**src/rtl/mem_arbiter_if.sv**
```systemverilog
// mem_arbiter_if: fetch, data-bus and memory-side signals of the shared-memory arbiter
interface mem_arbiter_if #(
  parameter int XLEN = 32
);
  logic            if_req_i, if_ack_o, if_err_o;
  logic [XLEN-1:0] if_addr_i, if_rdata_o;
  logic            d_req_i, d_sel_i, d_wen_i, d_ack_o, d_err_o;
  logic [XLEN-1:0] d_addr_i, d_wdata_i, d_rdata_o;
  logic            mem_req_o, mem_wen_o, mem_ack_i;
  logic [XLEN-1:0] mem_addr_o, mem_wdata_o, mem_rdata_i;
  modport master (
    input  if_req_i, if_addr_i, d_req_i, d_sel_i, d_addr_i, d_wdata_i, d_wen_i, mem_ack_i, mem_rdata_i,
    output if_ack_o, if_rdata_o, if_err_o, d_ack_o, d_rdata_o, d_err_o, mem_req_o, mem_addr_o, mem_wdata_o, mem_wen_o
  );
  modport slave (
    output if_req_i, if_addr_i, d_req_i, d_sel_i, d_addr_i, d_wdata_i, d_wen_i, mem_ack_i, mem_rdata_i,
    input  if_ack_o, if_rdata_o, if_err_o, d_ack_o, d_rdata_o, d_err_o, mem_req_o, mem_addr_o, mem_wdata_o, mem_wen_o
  );
endinterface

```
**src/rtl/mem_arbiter.sv**
```systemverilog
// mem_arbiter: shares one memory between instruction fetch and the data bus
module mem_arbiter #(
  parameter int XLEN       = 32,
  parameter int STARVE_MAX = 4,
  parameter int TIMEOUT    = 16
) (
  input logic           clk,
  input logic           rst,
  mem_arbiter_if.master bus
);
  typedef enum logic [1:0] {IDLE, GNT_IF, GNT_D, RESP} state_t;
  localparam logic [3:0] SMAX = 4'(STARVE_MAX);
  localparam logic [7:0] TMAX = 8'(TIMEOUT);
  state_t     state, state_nx;
  logic       owner_d, err_q, d_req, pick_d, gnt, tmo, resp;
  logic [3:0] starve_cnt;
  logic [7:0] wd;
  assign d_req  = bus.d_req_i & bus.d_sel_i;
  assign pick_d = d_req && (!bus.if_req_i || starve_cnt < SMAX);
  assign gnt    = state == GNT_IF || state == GNT_D;
  assign resp   = state == RESP;
  // wd counts grant cycles; the first one is the memory's sampling cycle, so waiting starts on the second
  assign tmo    = gnt && !bus.mem_ack_i && wd == TMAX;
  // state register
  always_ff @(posedge clk) state <= rst ? IDLE : state_nx;
  // next state and handshake outputs
  always_comb begin
    state_nx = state == IDLE ? (pick_d ? GNT_D : bus.if_req_i ? GNT_IF : IDLE)
             : resp ? IDLE
             : (bus.mem_ack_i || tmo) ? RESP : state;
    bus.mem_req_o = gnt;
    bus.if_ack_o  = resp && !owner_d;
    bus.d_ack_o   = resp && owner_d;
    bus.if_err_o  = resp && !owner_d && err_q;
    bus.d_err_o   = resp && owner_d && err_q;
  end
  // grant latching, watchdog, starvation count and read-data capture
  always_ff @(posedge clk)
    if (rst) begin
      owner_d         <= 1'b0;
      err_q           <= 1'b0;
      starve_cnt      <= 4'd0;
      wd              <= 8'd0;
      bus.mem_addr_o  <= {XLEN{1'b0}};
      bus.mem_wdata_o <= {XLEN{1'b0}};
      bus.mem_wen_o   <= 1'b0;
      bus.if_rdata_o  <= {XLEN{1'b0}};
      bus.d_rdata_o   <= {XLEN{1'b0}};
    end else begin
      wd <= gnt && !bus.mem_ack_i ? wd + 8'd1 : 8'd0;
      if (state == IDLE && (pick_d || bus.if_req_i)) begin
        owner_d         <= pick_d;
        bus.mem_addr_o  <= pick_d ? bus.d_addr_i : bus.if_addr_i;
        bus.mem_wdata_o <= pick_d ? bus.d_wdata_i : {XLEN{1'b0}};
        bus.mem_wen_o   <= pick_d && bus.d_wen_i;
        starve_cnt      <= pick_d ? starve_cnt + {3'd0, bus.if_req_i && starve_cnt != 4'hf} : 4'd0;
      end
      if (gnt && (bus.mem_ack_i || tmo)) err_q <= !bus.mem_ack_i;
      if (gnt && bus.mem_ack_i && !bus.mem_wen_o && owner_d) bus.d_rdata_o <= bus.mem_rdata_i;
      if (gnt && bus.mem_ack_i && !bus.mem_wen_o && !owner_d) bus.if_rdata_o <= bus.mem_rdata_i;
    end
endmodule

```
**src/flat_wrapper.sv**
```systemverilog
// flat-port wrapper written by rule: the top's interface ports become plain ports
module mem_arbiter_flat 
#(
  parameter int XLEN       = 32,
  parameter int STARVE_MAX = 4,
  parameter int TIMEOUT    = 16
)
  (clk, rst, bus_if_req_i, bus_if_addr_i, bus_d_req_i, bus_d_sel_i, bus_d_addr_i, bus_d_wdata_i, bus_d_wen_i, bus_mem_ack_i, bus_mem_rdata_i, bus_if_ack_o, bus_if_rdata_o, bus_if_err_o, bus_d_ack_o, bus_d_rdata_o, bus_d_err_o, bus_mem_req_o, bus_mem_addr_o, bus_mem_wdata_o, bus_mem_wen_o);
  mem_arbiter_if #(.XLEN(XLEN)) bus_i ();
  input logic clk;
  input logic rst;
  input wire logic [$bits(bus_i.if_req_i)-1:0] bus_if_req_i;
  input wire logic [$bits(bus_i.if_addr_i)-1:0] bus_if_addr_i;
  input wire logic [$bits(bus_i.d_req_i)-1:0] bus_d_req_i;
  input wire logic [$bits(bus_i.d_sel_i)-1:0] bus_d_sel_i;
  input wire logic [$bits(bus_i.d_addr_i)-1:0] bus_d_addr_i;
  input wire logic [$bits(bus_i.d_wdata_i)-1:0] bus_d_wdata_i;
  input wire logic [$bits(bus_i.d_wen_i)-1:0] bus_d_wen_i;
  input wire logic [$bits(bus_i.mem_ack_i)-1:0] bus_mem_ack_i;
  input wire logic [$bits(bus_i.mem_rdata_i)-1:0] bus_mem_rdata_i;
  output wire logic [$bits(bus_i.if_ack_o)-1:0] bus_if_ack_o;
  output wire logic [$bits(bus_i.if_rdata_o)-1:0] bus_if_rdata_o;
  output wire logic [$bits(bus_i.if_err_o)-1:0] bus_if_err_o;
  output wire logic [$bits(bus_i.d_ack_o)-1:0] bus_d_ack_o;
  output wire logic [$bits(bus_i.d_rdata_o)-1:0] bus_d_rdata_o;
  output wire logic [$bits(bus_i.d_err_o)-1:0] bus_d_err_o;
  output wire logic [$bits(bus_i.mem_req_o)-1:0] bus_mem_req_o;
  output wire logic [$bits(bus_i.mem_addr_o)-1:0] bus_mem_addr_o;
  output wire logic [$bits(bus_i.mem_wdata_o)-1:0] bus_mem_wdata_o;
  output wire logic [$bits(bus_i.mem_wen_o)-1:0] bus_mem_wen_o;
  assign bus_i.if_req_i = bus_if_req_i;
  assign bus_i.if_addr_i = bus_if_addr_i;
  assign bus_i.d_req_i = bus_d_req_i;
  assign bus_i.d_sel_i = bus_d_sel_i;
  assign bus_i.d_addr_i = bus_d_addr_i;
  assign bus_i.d_wdata_i = bus_d_wdata_i;
  assign bus_i.d_wen_i = bus_d_wen_i;
  assign bus_i.mem_ack_i = bus_mem_ack_i;
  assign bus_i.mem_rdata_i = bus_mem_rdata_i;
  assign bus_if_ack_o = bus_i.if_ack_o;
  assign bus_if_rdata_o = bus_i.if_rdata_o;
  assign bus_if_err_o = bus_i.if_err_o;
  assign bus_d_ack_o = bus_i.d_ack_o;
  assign bus_d_rdata_o = bus_i.d_rdata_o;
  assign bus_d_err_o = bus_i.d_err_o;
  assign bus_mem_req_o = bus_i.mem_req_o;
  assign bus_mem_addr_o = bus_i.mem_addr_o;
  assign bus_mem_wdata_o = bus_i.mem_wdata_o;
  assign bus_mem_wen_o = bus_i.mem_wen_o;
  mem_arbiter #(.XLEN(XLEN), .STARVE_MAX(STARVE_MAX), .TIMEOUT(TIMEOUT)) u_core (.clk(clk), .rst(rst), .bus(bus_i));
endmodule
```
**config.mk**
```make
export PLATFORM = sky130hd
export DESIGN_NAME = mem_arbiter_flat
export DESIGN_NICKNAME = d
export VERILOG_FILES = /design/src/rtl/mem_arbiter_if.sv /design/src/rtl/mem_arbiter.sv /design/src/flat_wrapper.sv
export SDC_FILE = /design/constraint.sdc
export NUM_CORES = 1
export LEC_CHECK = 0
export ABC_AREA = 1
export BUFFER_PORTS_ARGS = -buffer_cell sky130_fd_sc_hd__buf_2
export CAP_MARGIN = 20
export CORE_MARGIN = 2
export CORE_UTILIZATION = 38
export DETAILED_ROUTE_END_ITERATION = 12
export PLACE_DENSITY = 0.66
export RECOVER_POWER = 50
export REMOVE_ABC_BUFFERS = 1
export SKIP_LAST_GASP = 1
export SYNTH_ARGS = -nofsm -noshare
export SYNTH_HDL_FRONTEND = slang
export SYNTH_SLANG_ARGS = --single-unit
```
**constraint.sdc**
```tcl
create_clock -name clk -period 3.89 [get_ports clk]
set_clock_uncertainty 0.1 [all_clocks]
set_input_delay 0.389 -clock clk [delete_from_list [all_inputs] [get_ports clk]]
set_output_delay 0.389 -clock clk [all_outputs]
set_load 0.005 [all_outputs]
```
### Yosys cells after proc, flatten, opt, wreduce, memory -nomap -nowiden

Cells that the tools add are included.

* add/subtract/negate cells: 2
* $lt $le $gt $ge: 1
* eq/ne operators: 5
* muxes and demuxes: 8
* bitwise gates (word level): 2
* reductions and logical operators: 26

Operators with widths (number)
* $mux W32: 2
* $logic_and A1 B1 Y1: 15
* $add A8 B1 Y8 const B: 1
* $eq A8 B5 Y1 const B: 1
* $mux W2: 4
* $add A4 B1 Y4: 1
* $eq A2 B2 Y1 const B: 2
* $logic_not A1 Y1: 4
* $logic_or A1 B1 Y1: 4
* $lt A4 B3 Y1 const B: 1
* $mux W4: 1
* $ne A4 B4 Y1 const B: 1
* $reduce_bool A3 Y1: 1
* $eq A2 B1 Y1 const B: 1
* $logic_not A2 Y1: 1
* $reduce_or A2 Y1: 1
* $and A1 B1 Y1: 1
* $mux W1: 1
* $not A1 Y1: 1

* bits in registers: 145
* input bits: 135
* output and inout port bits: 134
* word-level logic and storage cells: 54

### Longest topological paths before layout

Gate-level depths: netlist (run 1).

* word-level depth: 8
* mapped depth: 11
* mapped depth without buffers: 9

### Worst setup path after synthesis (run 1)

OpenSTA, ideal clock, no wires.

* path kind: register -> register
* start point: reg u_core.state[0]
* end point: reg u_core.bus.d_rdata_o[10]
* library setup time: 0.132 ns
* arrival time: 1.463 ns
* required time: 3.658 ns
* slack: 2.194 ns
* stages on the path, launching flop included: 9
* buffers on the path: 1
* period minus slack after synthesis: 1.696 ns
* cell sequence: dfxtp_1 -> inv_1 -> ha_1 -> inv_1 -> nor3_4 -> nand2_1 -> clkbuf_1 -> nand2_1 -> a21oi_1

* cells in the longest elaborated chain, start to end: 5

Ends and longest elaborated chain
* from (decl): RTL line mem_arbiter.sv:14 `state_t state, state_nx;`
* from (signal assigned): RTL line mem_arbiter.sv:25 `always_ff @(posedge clk) state <= rst ? IDLE : state_nx;`
* $eq A2 B1 Y1 or $eq A2 B2 Y1 (tied branches): RTL line mem_arbiter.sv:20 `assign gnt = state == GNT_IF || state == GNT_D;`
* $logic_or A1 B1 Y1 *: RTL line mem_arbiter.sv:20
* net bus_mem_req_o: RTL line flat_wrapper.sv:27 `output wire logic [$bits(bus_i.mem_req_o)-1:0] bus_mem_req_o;`
* $logic_and A1 B1 Y1 * (3 in a row): RTL line mem_arbiter.sv:59 `if (gnt && bus.mem_ack_i && !bus.mem_wen_o && owner_d) bus.d_rdata_o <= bus.mem_rdata_i;`
* to (signal assigned): RTL line mem_arbiter.sv:48 `bus.d_rdata_o <= {XLEN{1'b0}};`
* to (signal assigned): RTL line mem_arbiter.sv:59
* to (decl): RTL line mem_arbiter_if.sv:13 `output if_ack_o, if_rdata_o, if_err_o, d_ack_o, d_rdata_o, d_err_o, mem_req_o, mem_addr_o, mem_wdata_o, mem_we ...`

The timed path passes the listed nets; every way through them passes the cells marked *.
A chain may end at the register's enable or synchronous reset.

### Worst setup path in the final report (run 1)

* start point: reg u_core.starve_cnt[3]
* end point: reg u_core.bus.mem_wdata_o[31]

* cells in the longest elaborated chain, start to end: 5

Ends and longest elaborated chain
* from (decl): RTL line mem_arbiter.sv:16 `logic [3:0] starve_cnt;`
* from (signal assigned): RTL line mem_arbiter.sv:56 `starve_cnt <= pick_d ? starve_cnt + {3'd0, bus.if_req_i && starve_cnt != 4'hf} : 4'd0;`
* $lt A4 B3 Y1 *: RTL line mem_arbiter.sv:19 `assign pick_d = d_req && (!bus.if_req_i || starve_cnt < SMAX);`
* $logic_or A1 B1 Y1 *: RTL line mem_arbiter.sv:19
* $logic_and A1 B1 Y1 *: RTL line mem_arbiter.sv:19
* $logic_or A1 B1 Y1: RTL line mem_arbiter.sv:51 `if (state == IDLE && (pick_d || bus.if_req_i)) begin`
* $logic_and A1 B1 Y1: RTL line mem_arbiter.sv:51
* to (signal assigned): RTL line mem_arbiter.sv:45 `bus.mem_wdata_o <= {XLEN{1'b0}};`
* to (signal assigned): RTL line mem_arbiter.sv:54 `bus.mem_wdata_o <= pick_d ? bus.d_wdata_i : {XLEN{1'b0}};`
* to (decl): RTL line mem_arbiter_if.sv:13

Every way passes the cells marked *; elsewhere a longest branch is shown, timed or not.

==> run metrics, run 1 <==
dpl cells 1197; Sink Count 145; Tot Pwr 4.73 mW; initial drt markers 322; diode count 0; fillers 1567; P_int 3.14 mW; Reg area 2900 um2; H-tree depth 4; Pins Over Slew Limit 0; Reg power frac 0.390; P_sw 1.59 mW; Yosys warnings 0; top-area cell type share of the netlist area 0.496; critical path class reg2reg; Routability Congestion 0.794; critical path arrival 3.07 ns; largest net degree at the start of global routing 70; vias in the first global route 5327; maximum resistive drop on vdd 290 uV; nets 1169; Vias 6003; DPL Wire Length 11.7 mm; Setup TNS 0 ns; Core Area 15100 um2; fin crit period 2.83 ns; setup ws final 1.06 ns; Die X 128 um; max_slew headroom 0.383; CTS tree built; top post-synthesis cells by area dfxtp_1 (50%), nand2_1 (12%), nand3_1 (8.5%), a21oi_1 (6.2%), nor2_1 (5.3%); layout cells sized above 1 0.225; Switching Share 0.336; crit path launch type register; routed wire length 16.9 mm; Power Density 612 nW/um2; synthesized area 5860 um2; Hold/Removal Path Class in2reg; leakage 3.53 nW; Starting Density 0.387; row cnt 45; die height 128 um; critical path required time 4.13 ns; syn_area_per_cell 7.42 um2; status finished clean; # IOs 269; power share of the combinational group 0.264; RSZ-0062 raised after global routing false; DP Worst Slack 1.04 ns; CTS hold repair buffers 0; post-synth cell types 26; DR vias/cell 4.88; initial antenna violation count 0; die footprint 16400 um2; Post-DRT Antenna Nets 0; Post-CTS Resized 0; max-cap viol count 0; routed len/inst 13.8 um; Tcrit/Tclk final 0.726; Slew @ Worst Pin 0.925 ns; Bufs on Longest Clock Path 2; Synth area leader dfxtp_1; register area share after synthesis 0.496; DR DRC count 0; Worst Path Max Fanout 36; Tot GR Track Use 0.203; Mapped Cells 789; Setup crit end kind register; non-filler cells, final 1229; Area growth syn-to-layout 31.9%; Setup Buffers After CTS 0; iteration count of the initial detailed-routing pass 5; port buffer count 268; Clock Latency Late Sink 0.41 ns; synthesized flop and latch total 145; final hold vios 0; clk slew on worst S/H paths 0.06 ns; Final setup violation count 0; first-pass GRT wire length 26.5 mm; Multi-input gate area 2480 um2; Clock Power Share 0.346; final global-route overflow total 0; clk root buf clkbuf_16; maximum clock frequency 354 MHz; clock buffer count from CTS 17
final timing paths:
path                                          start                                      end  slack [ns]  cells past startpoint
hold / removal                     bus_d_wdata_i[0]   u_core.bus.mem_wdata_o[0]$_SDFFE_PP0P_        0.12                      3
hold reg to reg             u_core.wd[0]$_SDFF_PP0_                  u_core.wd[0]$_SDFF_PP0_        0.36                      1
setup / recovery  u_core.starve_cnt[3]$_SDFFE_PP0P_  u_core.bus.mem_wdata_o[31]$_SDFFE_PP0P_        1.06                      5
setup reg to reg  u_core.starve_cnt[3]$_SDFFE_PP0P_  u_core.bus.mem_wdata_o[31]$_SDFFE_PP0P_        1.06                      5
logic make-up after synthesis:
kind of cell	synth area share
and+or+nand+nor	0.309
DFF	0.496
buffers and inverters	0.0806
AOI/OAI and AO/OA	0.0949
adders and majority gates	0.0128
xor gates and xnor gates	0.00748
worst max-delay path: stages (launching register included):
cell     delay (ns)
dfxtp_1        0.35
o21ai_4        0.70
nand2_2        0.69
nor2_8         0.62
nand2_1        0.12
a21oi_1        0.14
flip-flops by register name, summed over array words and instances, names as in the netlist:
signal and count:
u_core.err_q 1, u_core.owner_d 1, u_core.bus.if_rdata_o 32, u_core.bus.mem_wdata_o 32, u_core.bus.mem_addr_o 32, u_core.state 2
u_core.bus.d_rdata_o 32, u_core.bus.mem_wen_o 1, u_core.wd 8, u_core.starve_cnt 4
cells in the mapped netlist:
library cell / count
o21ai_0: 34
nand2_2: 3
o21ai_4: 1
buf_2: 20
xnor2_1: 1
nand4_1: 33
nor3_1: 3
dfxtp_1: 145
buf_1: 1
inv_2: 2
buf_6: 3
buf_4: 2
nand3_1: 100
clkbuf_1: 31
a41oi_1: 1
nor2_8: 1
xor2_1: 4
nor3_4: 1
clkinv_1: 1
ha_1: 6
nand2_1: 189
or2_2: 1
nor2_1: 82
and3_1: 1
inv_1: 51
a21oi_1: 72
routing by layer:
layer,vias to the layer above,global-route usage,part of all wire
met5,-,0,0
met4,0,0.0860,0.024
met3,24,0.0547,0.079
met2,256,0.336,0.46
met1,2673,0.251,0.43
li1,3050,-,-
cell usage in the layout, fill, tap and decap left out, types with 2 or more instances in the layout:
cell / n
nand2_2: 3
nand2_1: 189
clkinvlp_4: 3
nor3_1: 3
nand3_1: 100
buf_4: 9
clkbuf_8: 2
clkinv_4: 3
a21oi_1: 72
nand4_1: 33
inv_6: 4
ha_1: 6
o21ai_0: 34
nor2_1: 82
clkbuf_16: 17
bufinv_16: 2
dfxtp_1: 145
clkbuf_1: 85
inv_1: 50
inv_2: 3
xor2_1: 4
buf_2: 183
per-stage QoR:
step	hold slack, ns	instance area, um2	utilization
after floorplan	0.330	5590	-
after global placement	0.346	7230	0.477
after detailed placement	0.350	7230	0.477
after CTS	0.0955	7830	0.517
after global routing	0.0949	7730	0.510
final	0.116	7730	0.510
cell type report:
class                   count  share of cell area
repair buffers            277               0.169
flip-flops and latches    145               0.376
clock buffers              19              0.0586
inverters                  54              0.0262
clock inverters            13              0.0193
multi-input cells         533               0.321
well taps                 188              0.0304
power by group through the flow:
stage	clock [mW]	combinational [mW]	sequential [mW]
after detailed placement	0	1.29	1.87
after global routing	1.75	1.41	1.87
after global placement	0	1.29	1.86
after floorplan	0	0.677	1.90
after CTS	1.68	1.29	1.84
final	1.63	1.25	1.84
Power figures use the tool's default switching activity.
==> inputs of run 2 (changes only) <==
==> constraint.sdc (replaced) <==
create_clock -name clk -period 2.95 [get_ports clk]
set_clock_uncertainty 0.1 [all_clocks]
set_input_delay 0.295 -clock clk [delete_from_list [all_inputs] [get_ports clk]]
set_output_delay 0.295 -clock clk [all_outputs]
set_load 0.005 [all_outputs]
==> run metrics, run 2 (same netlist as run 1, synthesis figures left out) <==
CTS hold repair buffers 1; CTS tree built; most frequent cells in the layout nand2_1 (189), buf_2 (185), dfxtp_1 (145), nand3_1 (100), clkbuf_1 (86); max-cap viol count 0; maximum resistive drop on vdd 386 uV; commonest non-fill, non-tap cell in the layout nand2_1; Area growth syn-to-layout 32.8%; slowest stage delay, CP 0.44 ns; Power Density 800 nW/um2; maximum clock frequency 424 MHz; fin crit period 2.36 ns; die footprint 16400 um2; # IOs 269; initial drt markers 308; R2R Path End u_core.bus.if_rdata_o[7]$_SDFFE_PP0P_; final hold vios 0; Routability Congestion 0.779; iteration count of the initial detailed-routing pass 4; port buffer count 268; Pins Over Slew Limit 0; Setup TNS 0 ns; leakage 3.57 nW; H-tree depth 4; die height 128 um; Core Area 15100 um2; Worst Path Max Fanout 33; Tcrit/Tclk final 0.800; worst r2r path cells 9; crit path launch type register; Starting Density 0.387; Tot GR Track Use 0.203; vias in the first global route 5549; max_slew headroom 0.506; clock buffer count from CTS 17; Setup crit end kind register; critical path class reg2reg; DPL Wire Length 12.0 mm; WHS Path Cells 3; routed len/inst 13.8 um; Die X 128 um; crit-path cells inv_1 > ha_1 > inv_1 > nor3_4 > nand2_2 > buf_4 > inv_2 > nor2_1 > nor2_1; initial antenna violation count 1; routed wire length 17.1 mm; Sink Count 145; Bufs on Longest Clock Path 2; Reg2Reg Setup Slack 0.59 ns; final global-route overflow total 0; row cnt 45; largest net degree at the start of global routing 70; critical path required time 3.20 ns; nets 1176; Vias 5964; Slew @ Worst Pin 0.741 ns; Post-CTS Resized 0; status finished clean; layout cells sized above 1 0.228; final hold slack 0.0237 ns; Setup Buffers After CTS 0; Slowest cell on crit path inv_2; Post-DRT Antenna Nets 0; hold path start bus_d_wdata_i[5]; critical path arrival 2.61 ns; fillers 1541; Final setup violation count 0; first-pass GRT wire length 26.6 mm; Hold/Removal Path Class in2reg; DR DRC count 0; Hold EP u_core.bus.mem_wdata_o[5]$_SDFFE_PP0P_; Clock Latency Late Sink 0.41 ns; clk slew on worst S/H paths 0.06 ns; Reg-to-Reg Start u_core.state[0]$_SDFFE_PP0P_; DR vias/cell 4.82; clk root buf clkbuf_16; RSZ-0062 raised after global routing false
==> run 2: worst max-delay path: cells and delay by family, from the launching register on <==
kind,cells,cell delay (ns)
buffers and inverters,4,0.84
DFF,1,0.36
and+or+nand+nor,4,0.69
adders and majority gates,1,0.31
==> run 2: worst max-delay path by stage <==
stage                                      start                                endpoint  slack, ns  cells past startpoint
floorplan           u_core.state[0]$_SDFFE_PP0P_   u_core.bus.mem_addr_o[0]$_SDFFE_PP0P_       0.37                      9
global placement    u_core.state[0]$_SDFFE_PP0P_  u_core.bus.if_rdata_o[13]$_SDFFE_PP0P_       0.72                      9
detailed placement  u_core.state[0]$_SDFFE_PP0P_   u_core.bus.if_rdata_o[5]$_SDFFE_PP0P_       0.62                      9
CTS                 u_core.state[0]$_SDFFE_PP0P_  u_core.bus.if_rdata_o[24]$_SDFFE_PP0P_       0.56                      9
global route        u_core.state[0]$_SDFFE_PP0P_  u_core.bus.if_rdata_o[24]$_SDFFE_PP0P_       0.32                      9
finish              u_core.state[0]$_SDFFE_PP0P_   u_core.bus.if_rdata_o[7]$_SDFFE_PP0P_       0.59                      9
==> run 2: area by class of cell <==
class                      instances  area [um2]  share of cell area
antenna                            1        2.50            0.000322
multi-input combinational        533        2480               0.319
sequential                       145        2900               0.373
tap                              188         235              0.0302
clock inverter                    11         130              0.0167
clock buffer                      21         450              0.0579
inverter                          54         203              0.0261
timing repair buffer             284        1370               0.176
==> run 2: report_power, final <==
part / total, mW / internal (mW) / switching [mW]
registers: 2.42 / 2.27 / 0.155
clock network: 2.10 / 1.27 / 0.822
logic: 1.71 / 0.604 / 1.10
total: 6.23 / 4.14 / 2.08
==> run 2: per-stage QoR <==
step,worst slack [ns],area (um2),util,cells,total power [mW]
after floorplan,0.375,5590,-,732,3.40
after global placement,0.723,7290,0.481,1203,4.19
after detailed placement,0.618,7290,0.481,1203,4.21
after CTS,0.557,7880,0.520,1236,6.35
after global routing,0.324,7770,0.513,1236,6.64
final,0.590,7780,0.514,1237,6.23
==> run 2: metal layers <==
layer	routed length, um	GRT usage
met5	0	0
met3	1230	0.0622
met2	8010	0.335
met4	442	0.0847
met1	7430	0.247
==> inputs of run 3 (changes only) <==
==> constraint.sdc (replaced) <==
create_clock -name clk -period 2.2 [get_ports clk]
set_clock_uncertainty 0.1 [all_clocks]
set_input_delay 0.22 -clock clk [delete_from_list [all_inputs] [get_ports clk]]
set_output_delay 0.22 -clock clk [all_outputs]
set_load 0.005 [all_outputs]
==> run metrics, run 3 (same netlist as run 1, synthesis figures left out) <==
status finished clean; CP bufs+invs 3; vias in the first global route 6094; most frequent cells in the layout nand2_1 (189), buf_2 (175), dfxtp_1 (145), nand3_1 (100), clkbuf_1 (94); final hold vios 0; Reg-to-Reg Start u_core.state[0]$_SDFFE_PP0P_; most used cell, CP inv_1; Reg2Reg Setup Slack 0.34 ns; critical path class reg2reg; largest net degree at the start of global routing 70; routed wire length 18.2 mm; Multi-input gate area 2480 um2; # IOs 269; crit path launch type register; Final Cell Area 8490 um2; iteration count of the initial detailed-routing pass 4; final global-route overflow total 0; max_slew headroom 0.497; H-tree depth 4; DR DRC count 0; Power Density 1010 nW/um2; Slew @ Worst Pin 0.755 ns; Final setup violation count 0; die footprint 16400 um2; maximum clock frequency 537 MHz; critical path arrival 2.07 ns; Hold EP u_core.bus.mem_addr_o[16]$_SDFFE_PP0P_; Die X 128 um; Hold/Removal Path Class in2reg; hold path start bus_if_addr_i[16]; CP top delay family simple AND/OR/NAND/NOR gates; Setup Buffers After CTS 0; Routability Congestion 0.794; initial antenna violation count 0; Worst Path Max Fanout 14; Bufs on Longest Clock Path 2; R2R Path End u_core.bus.if_rdata_o[25]$_SDFFE_PP0P_; fin crit period 1.86 ns; Setup TNS 0 ns; CTS tree built; die height 128 um; maximum resistive drop on vdd 591 uV; DR vias/cell 4.87; WHS Path Cells 5; Core Area 15100 um2; crit-path cells inv_1 > ha_1 > inv_1 > nor3_4 > nand2_2 > buf_4 > o21ai_0 > nor2_1; diode count 0; DP Area 7320 um2; RSZ-0062 raised after global routing false; initial drt markers 294; port buffer count 268; row cnt 45; Vias 6354; Post-DRT Antenna Nets 0; slowest stage delay, CP 0.36 ns; Setup crit end kind register; Reg area 2900 um2; Clock Latency Late Sink 0.41 ns; critical path required time 2.41 ns; layout cells sized above 1 0.209; clock buffer count from CTS 17; fillers 1470; Tcrit/Tclk final 0.846; Slowest cell on crit path dfxtp_1; non-filler cells, final 1306; commonest non-fill, non-tap cell in the layout nand2_1; routed len/inst 14.0 um; leakage 3.83 nW; DPL Wire Length 12.2 mm; Tot Pwr 8.60 mW; dpl cells 1206; first-pass GRT wire length 29.3 mm; clk slew on worst S/H paths 0.06 ns; Starting Density 0.387; Finished Core Util 0.561; clk root buf clkbuf_16; worst r2r path cells 8; Tot GR Track Use 0.222; Pins Over Slew Limit 0; nets 1246; max-cap viol count 0; Area growth syn-to-layout 45.0%; Sink Count 145
-- run 3: cell types whose count changed in the layout (fill, tap and decap cells not counted) --
cell	previous run	this run
clkbuf_1	86	94
buf_4	14	16
clkinv_4	4	3
clkinv_2	2	0
dlygate4sd3_1	1	68
buf_2	185	175
buf_12	1	2
inv_6	2	5
clkinvlp_4	1	2
diode_2	1	0
clkbuf_8	1	2
-- run 3: metal layers --
layer,routed length [um],GRT usage
met4,587,0.103
met3,1310,0.0593
met1,7720,0.266
met5,0,0
met2,8610,0.373
-- run 3: cell type report --
cell class | instances | area share
Clock inverter | 12 | 0.0171
Multi-Input combinational cell | 533 | 0.292
Sequential cell | 145 | 0.342
Tap cell | 188 | 0.0277
Inverter | 54 | 0.0239
Timing Repair Buffer | 354 | 0.243
Clock buffer | 20 | 0.0538
-- run 3: worst max-delay path by stage --
stage	slack, ns	from	cells past startpoint	endpoint
3_5_place_dp	0.35	u_core.state[0]$_SDFFE_PP0P_	8	u_core.bus.if_rdata_o[25]$_SDFFE_PP0P_
2_1_floorplan	-0.38	u_core.state[0]$_SDFFE_PP0P_	9	u_core.bus.mem_addr_o[0]$_SDFFE_PP0P_
6_report	0.34	u_core.state[0]$_SDFFE_PP0P_	8	u_core.bus.if_rdata_o[25]$_SDFFE_PP0P_
3_3_place_gp	0.43	u_core.state[0]$_SDFFE_PP0P_	8	u_core.bus.d_rdata_o[23]$_SDFFE_PP0P_
4_1_cts	0.34	u_core.state[0]$_SDFFE_PP0P_	8	u_core.bus.if_rdata_o[25]$_SDFFE_PP0P_
5_1_grt	0.11	u_core.state[0]$_SDFFE_PP0P_	8	u_core.bus.if_rdata_o[25]$_SDFFE_PP0P_
-- run 3: stage by stage --
stage                     setup WS (ns)  hold WS, ns
after global routing              0.113       0.0183
final                             0.339       0.0186
after global placement            0.429        0.347
after floorplan                  -0.375        0.189
after detailed placement          0.354        0.352
after CTS                         0.338     0.000205
-- run 3: what timing repair did --
item,in CTS,in global routing
hold buffers,68,0
hold endpoints to repair,99,0
resized for setup,0,0
-- run 3: power by group --
group	switching (mW)	internal [mW]	total, mW
Sequential	0.228	3.04	3.27
Combinational	1.49	0.916	2.41
Clock	1.17	1.75	2.92
Total	2.89	5.71	8.60
-- run 3: tightest hold or removal path, cell delays in order --
cell	delay, ns
buf_2	0.08
nand3_1	0.06
nand3_1	0.06
nand2_1	0.04
inv_1	0.04
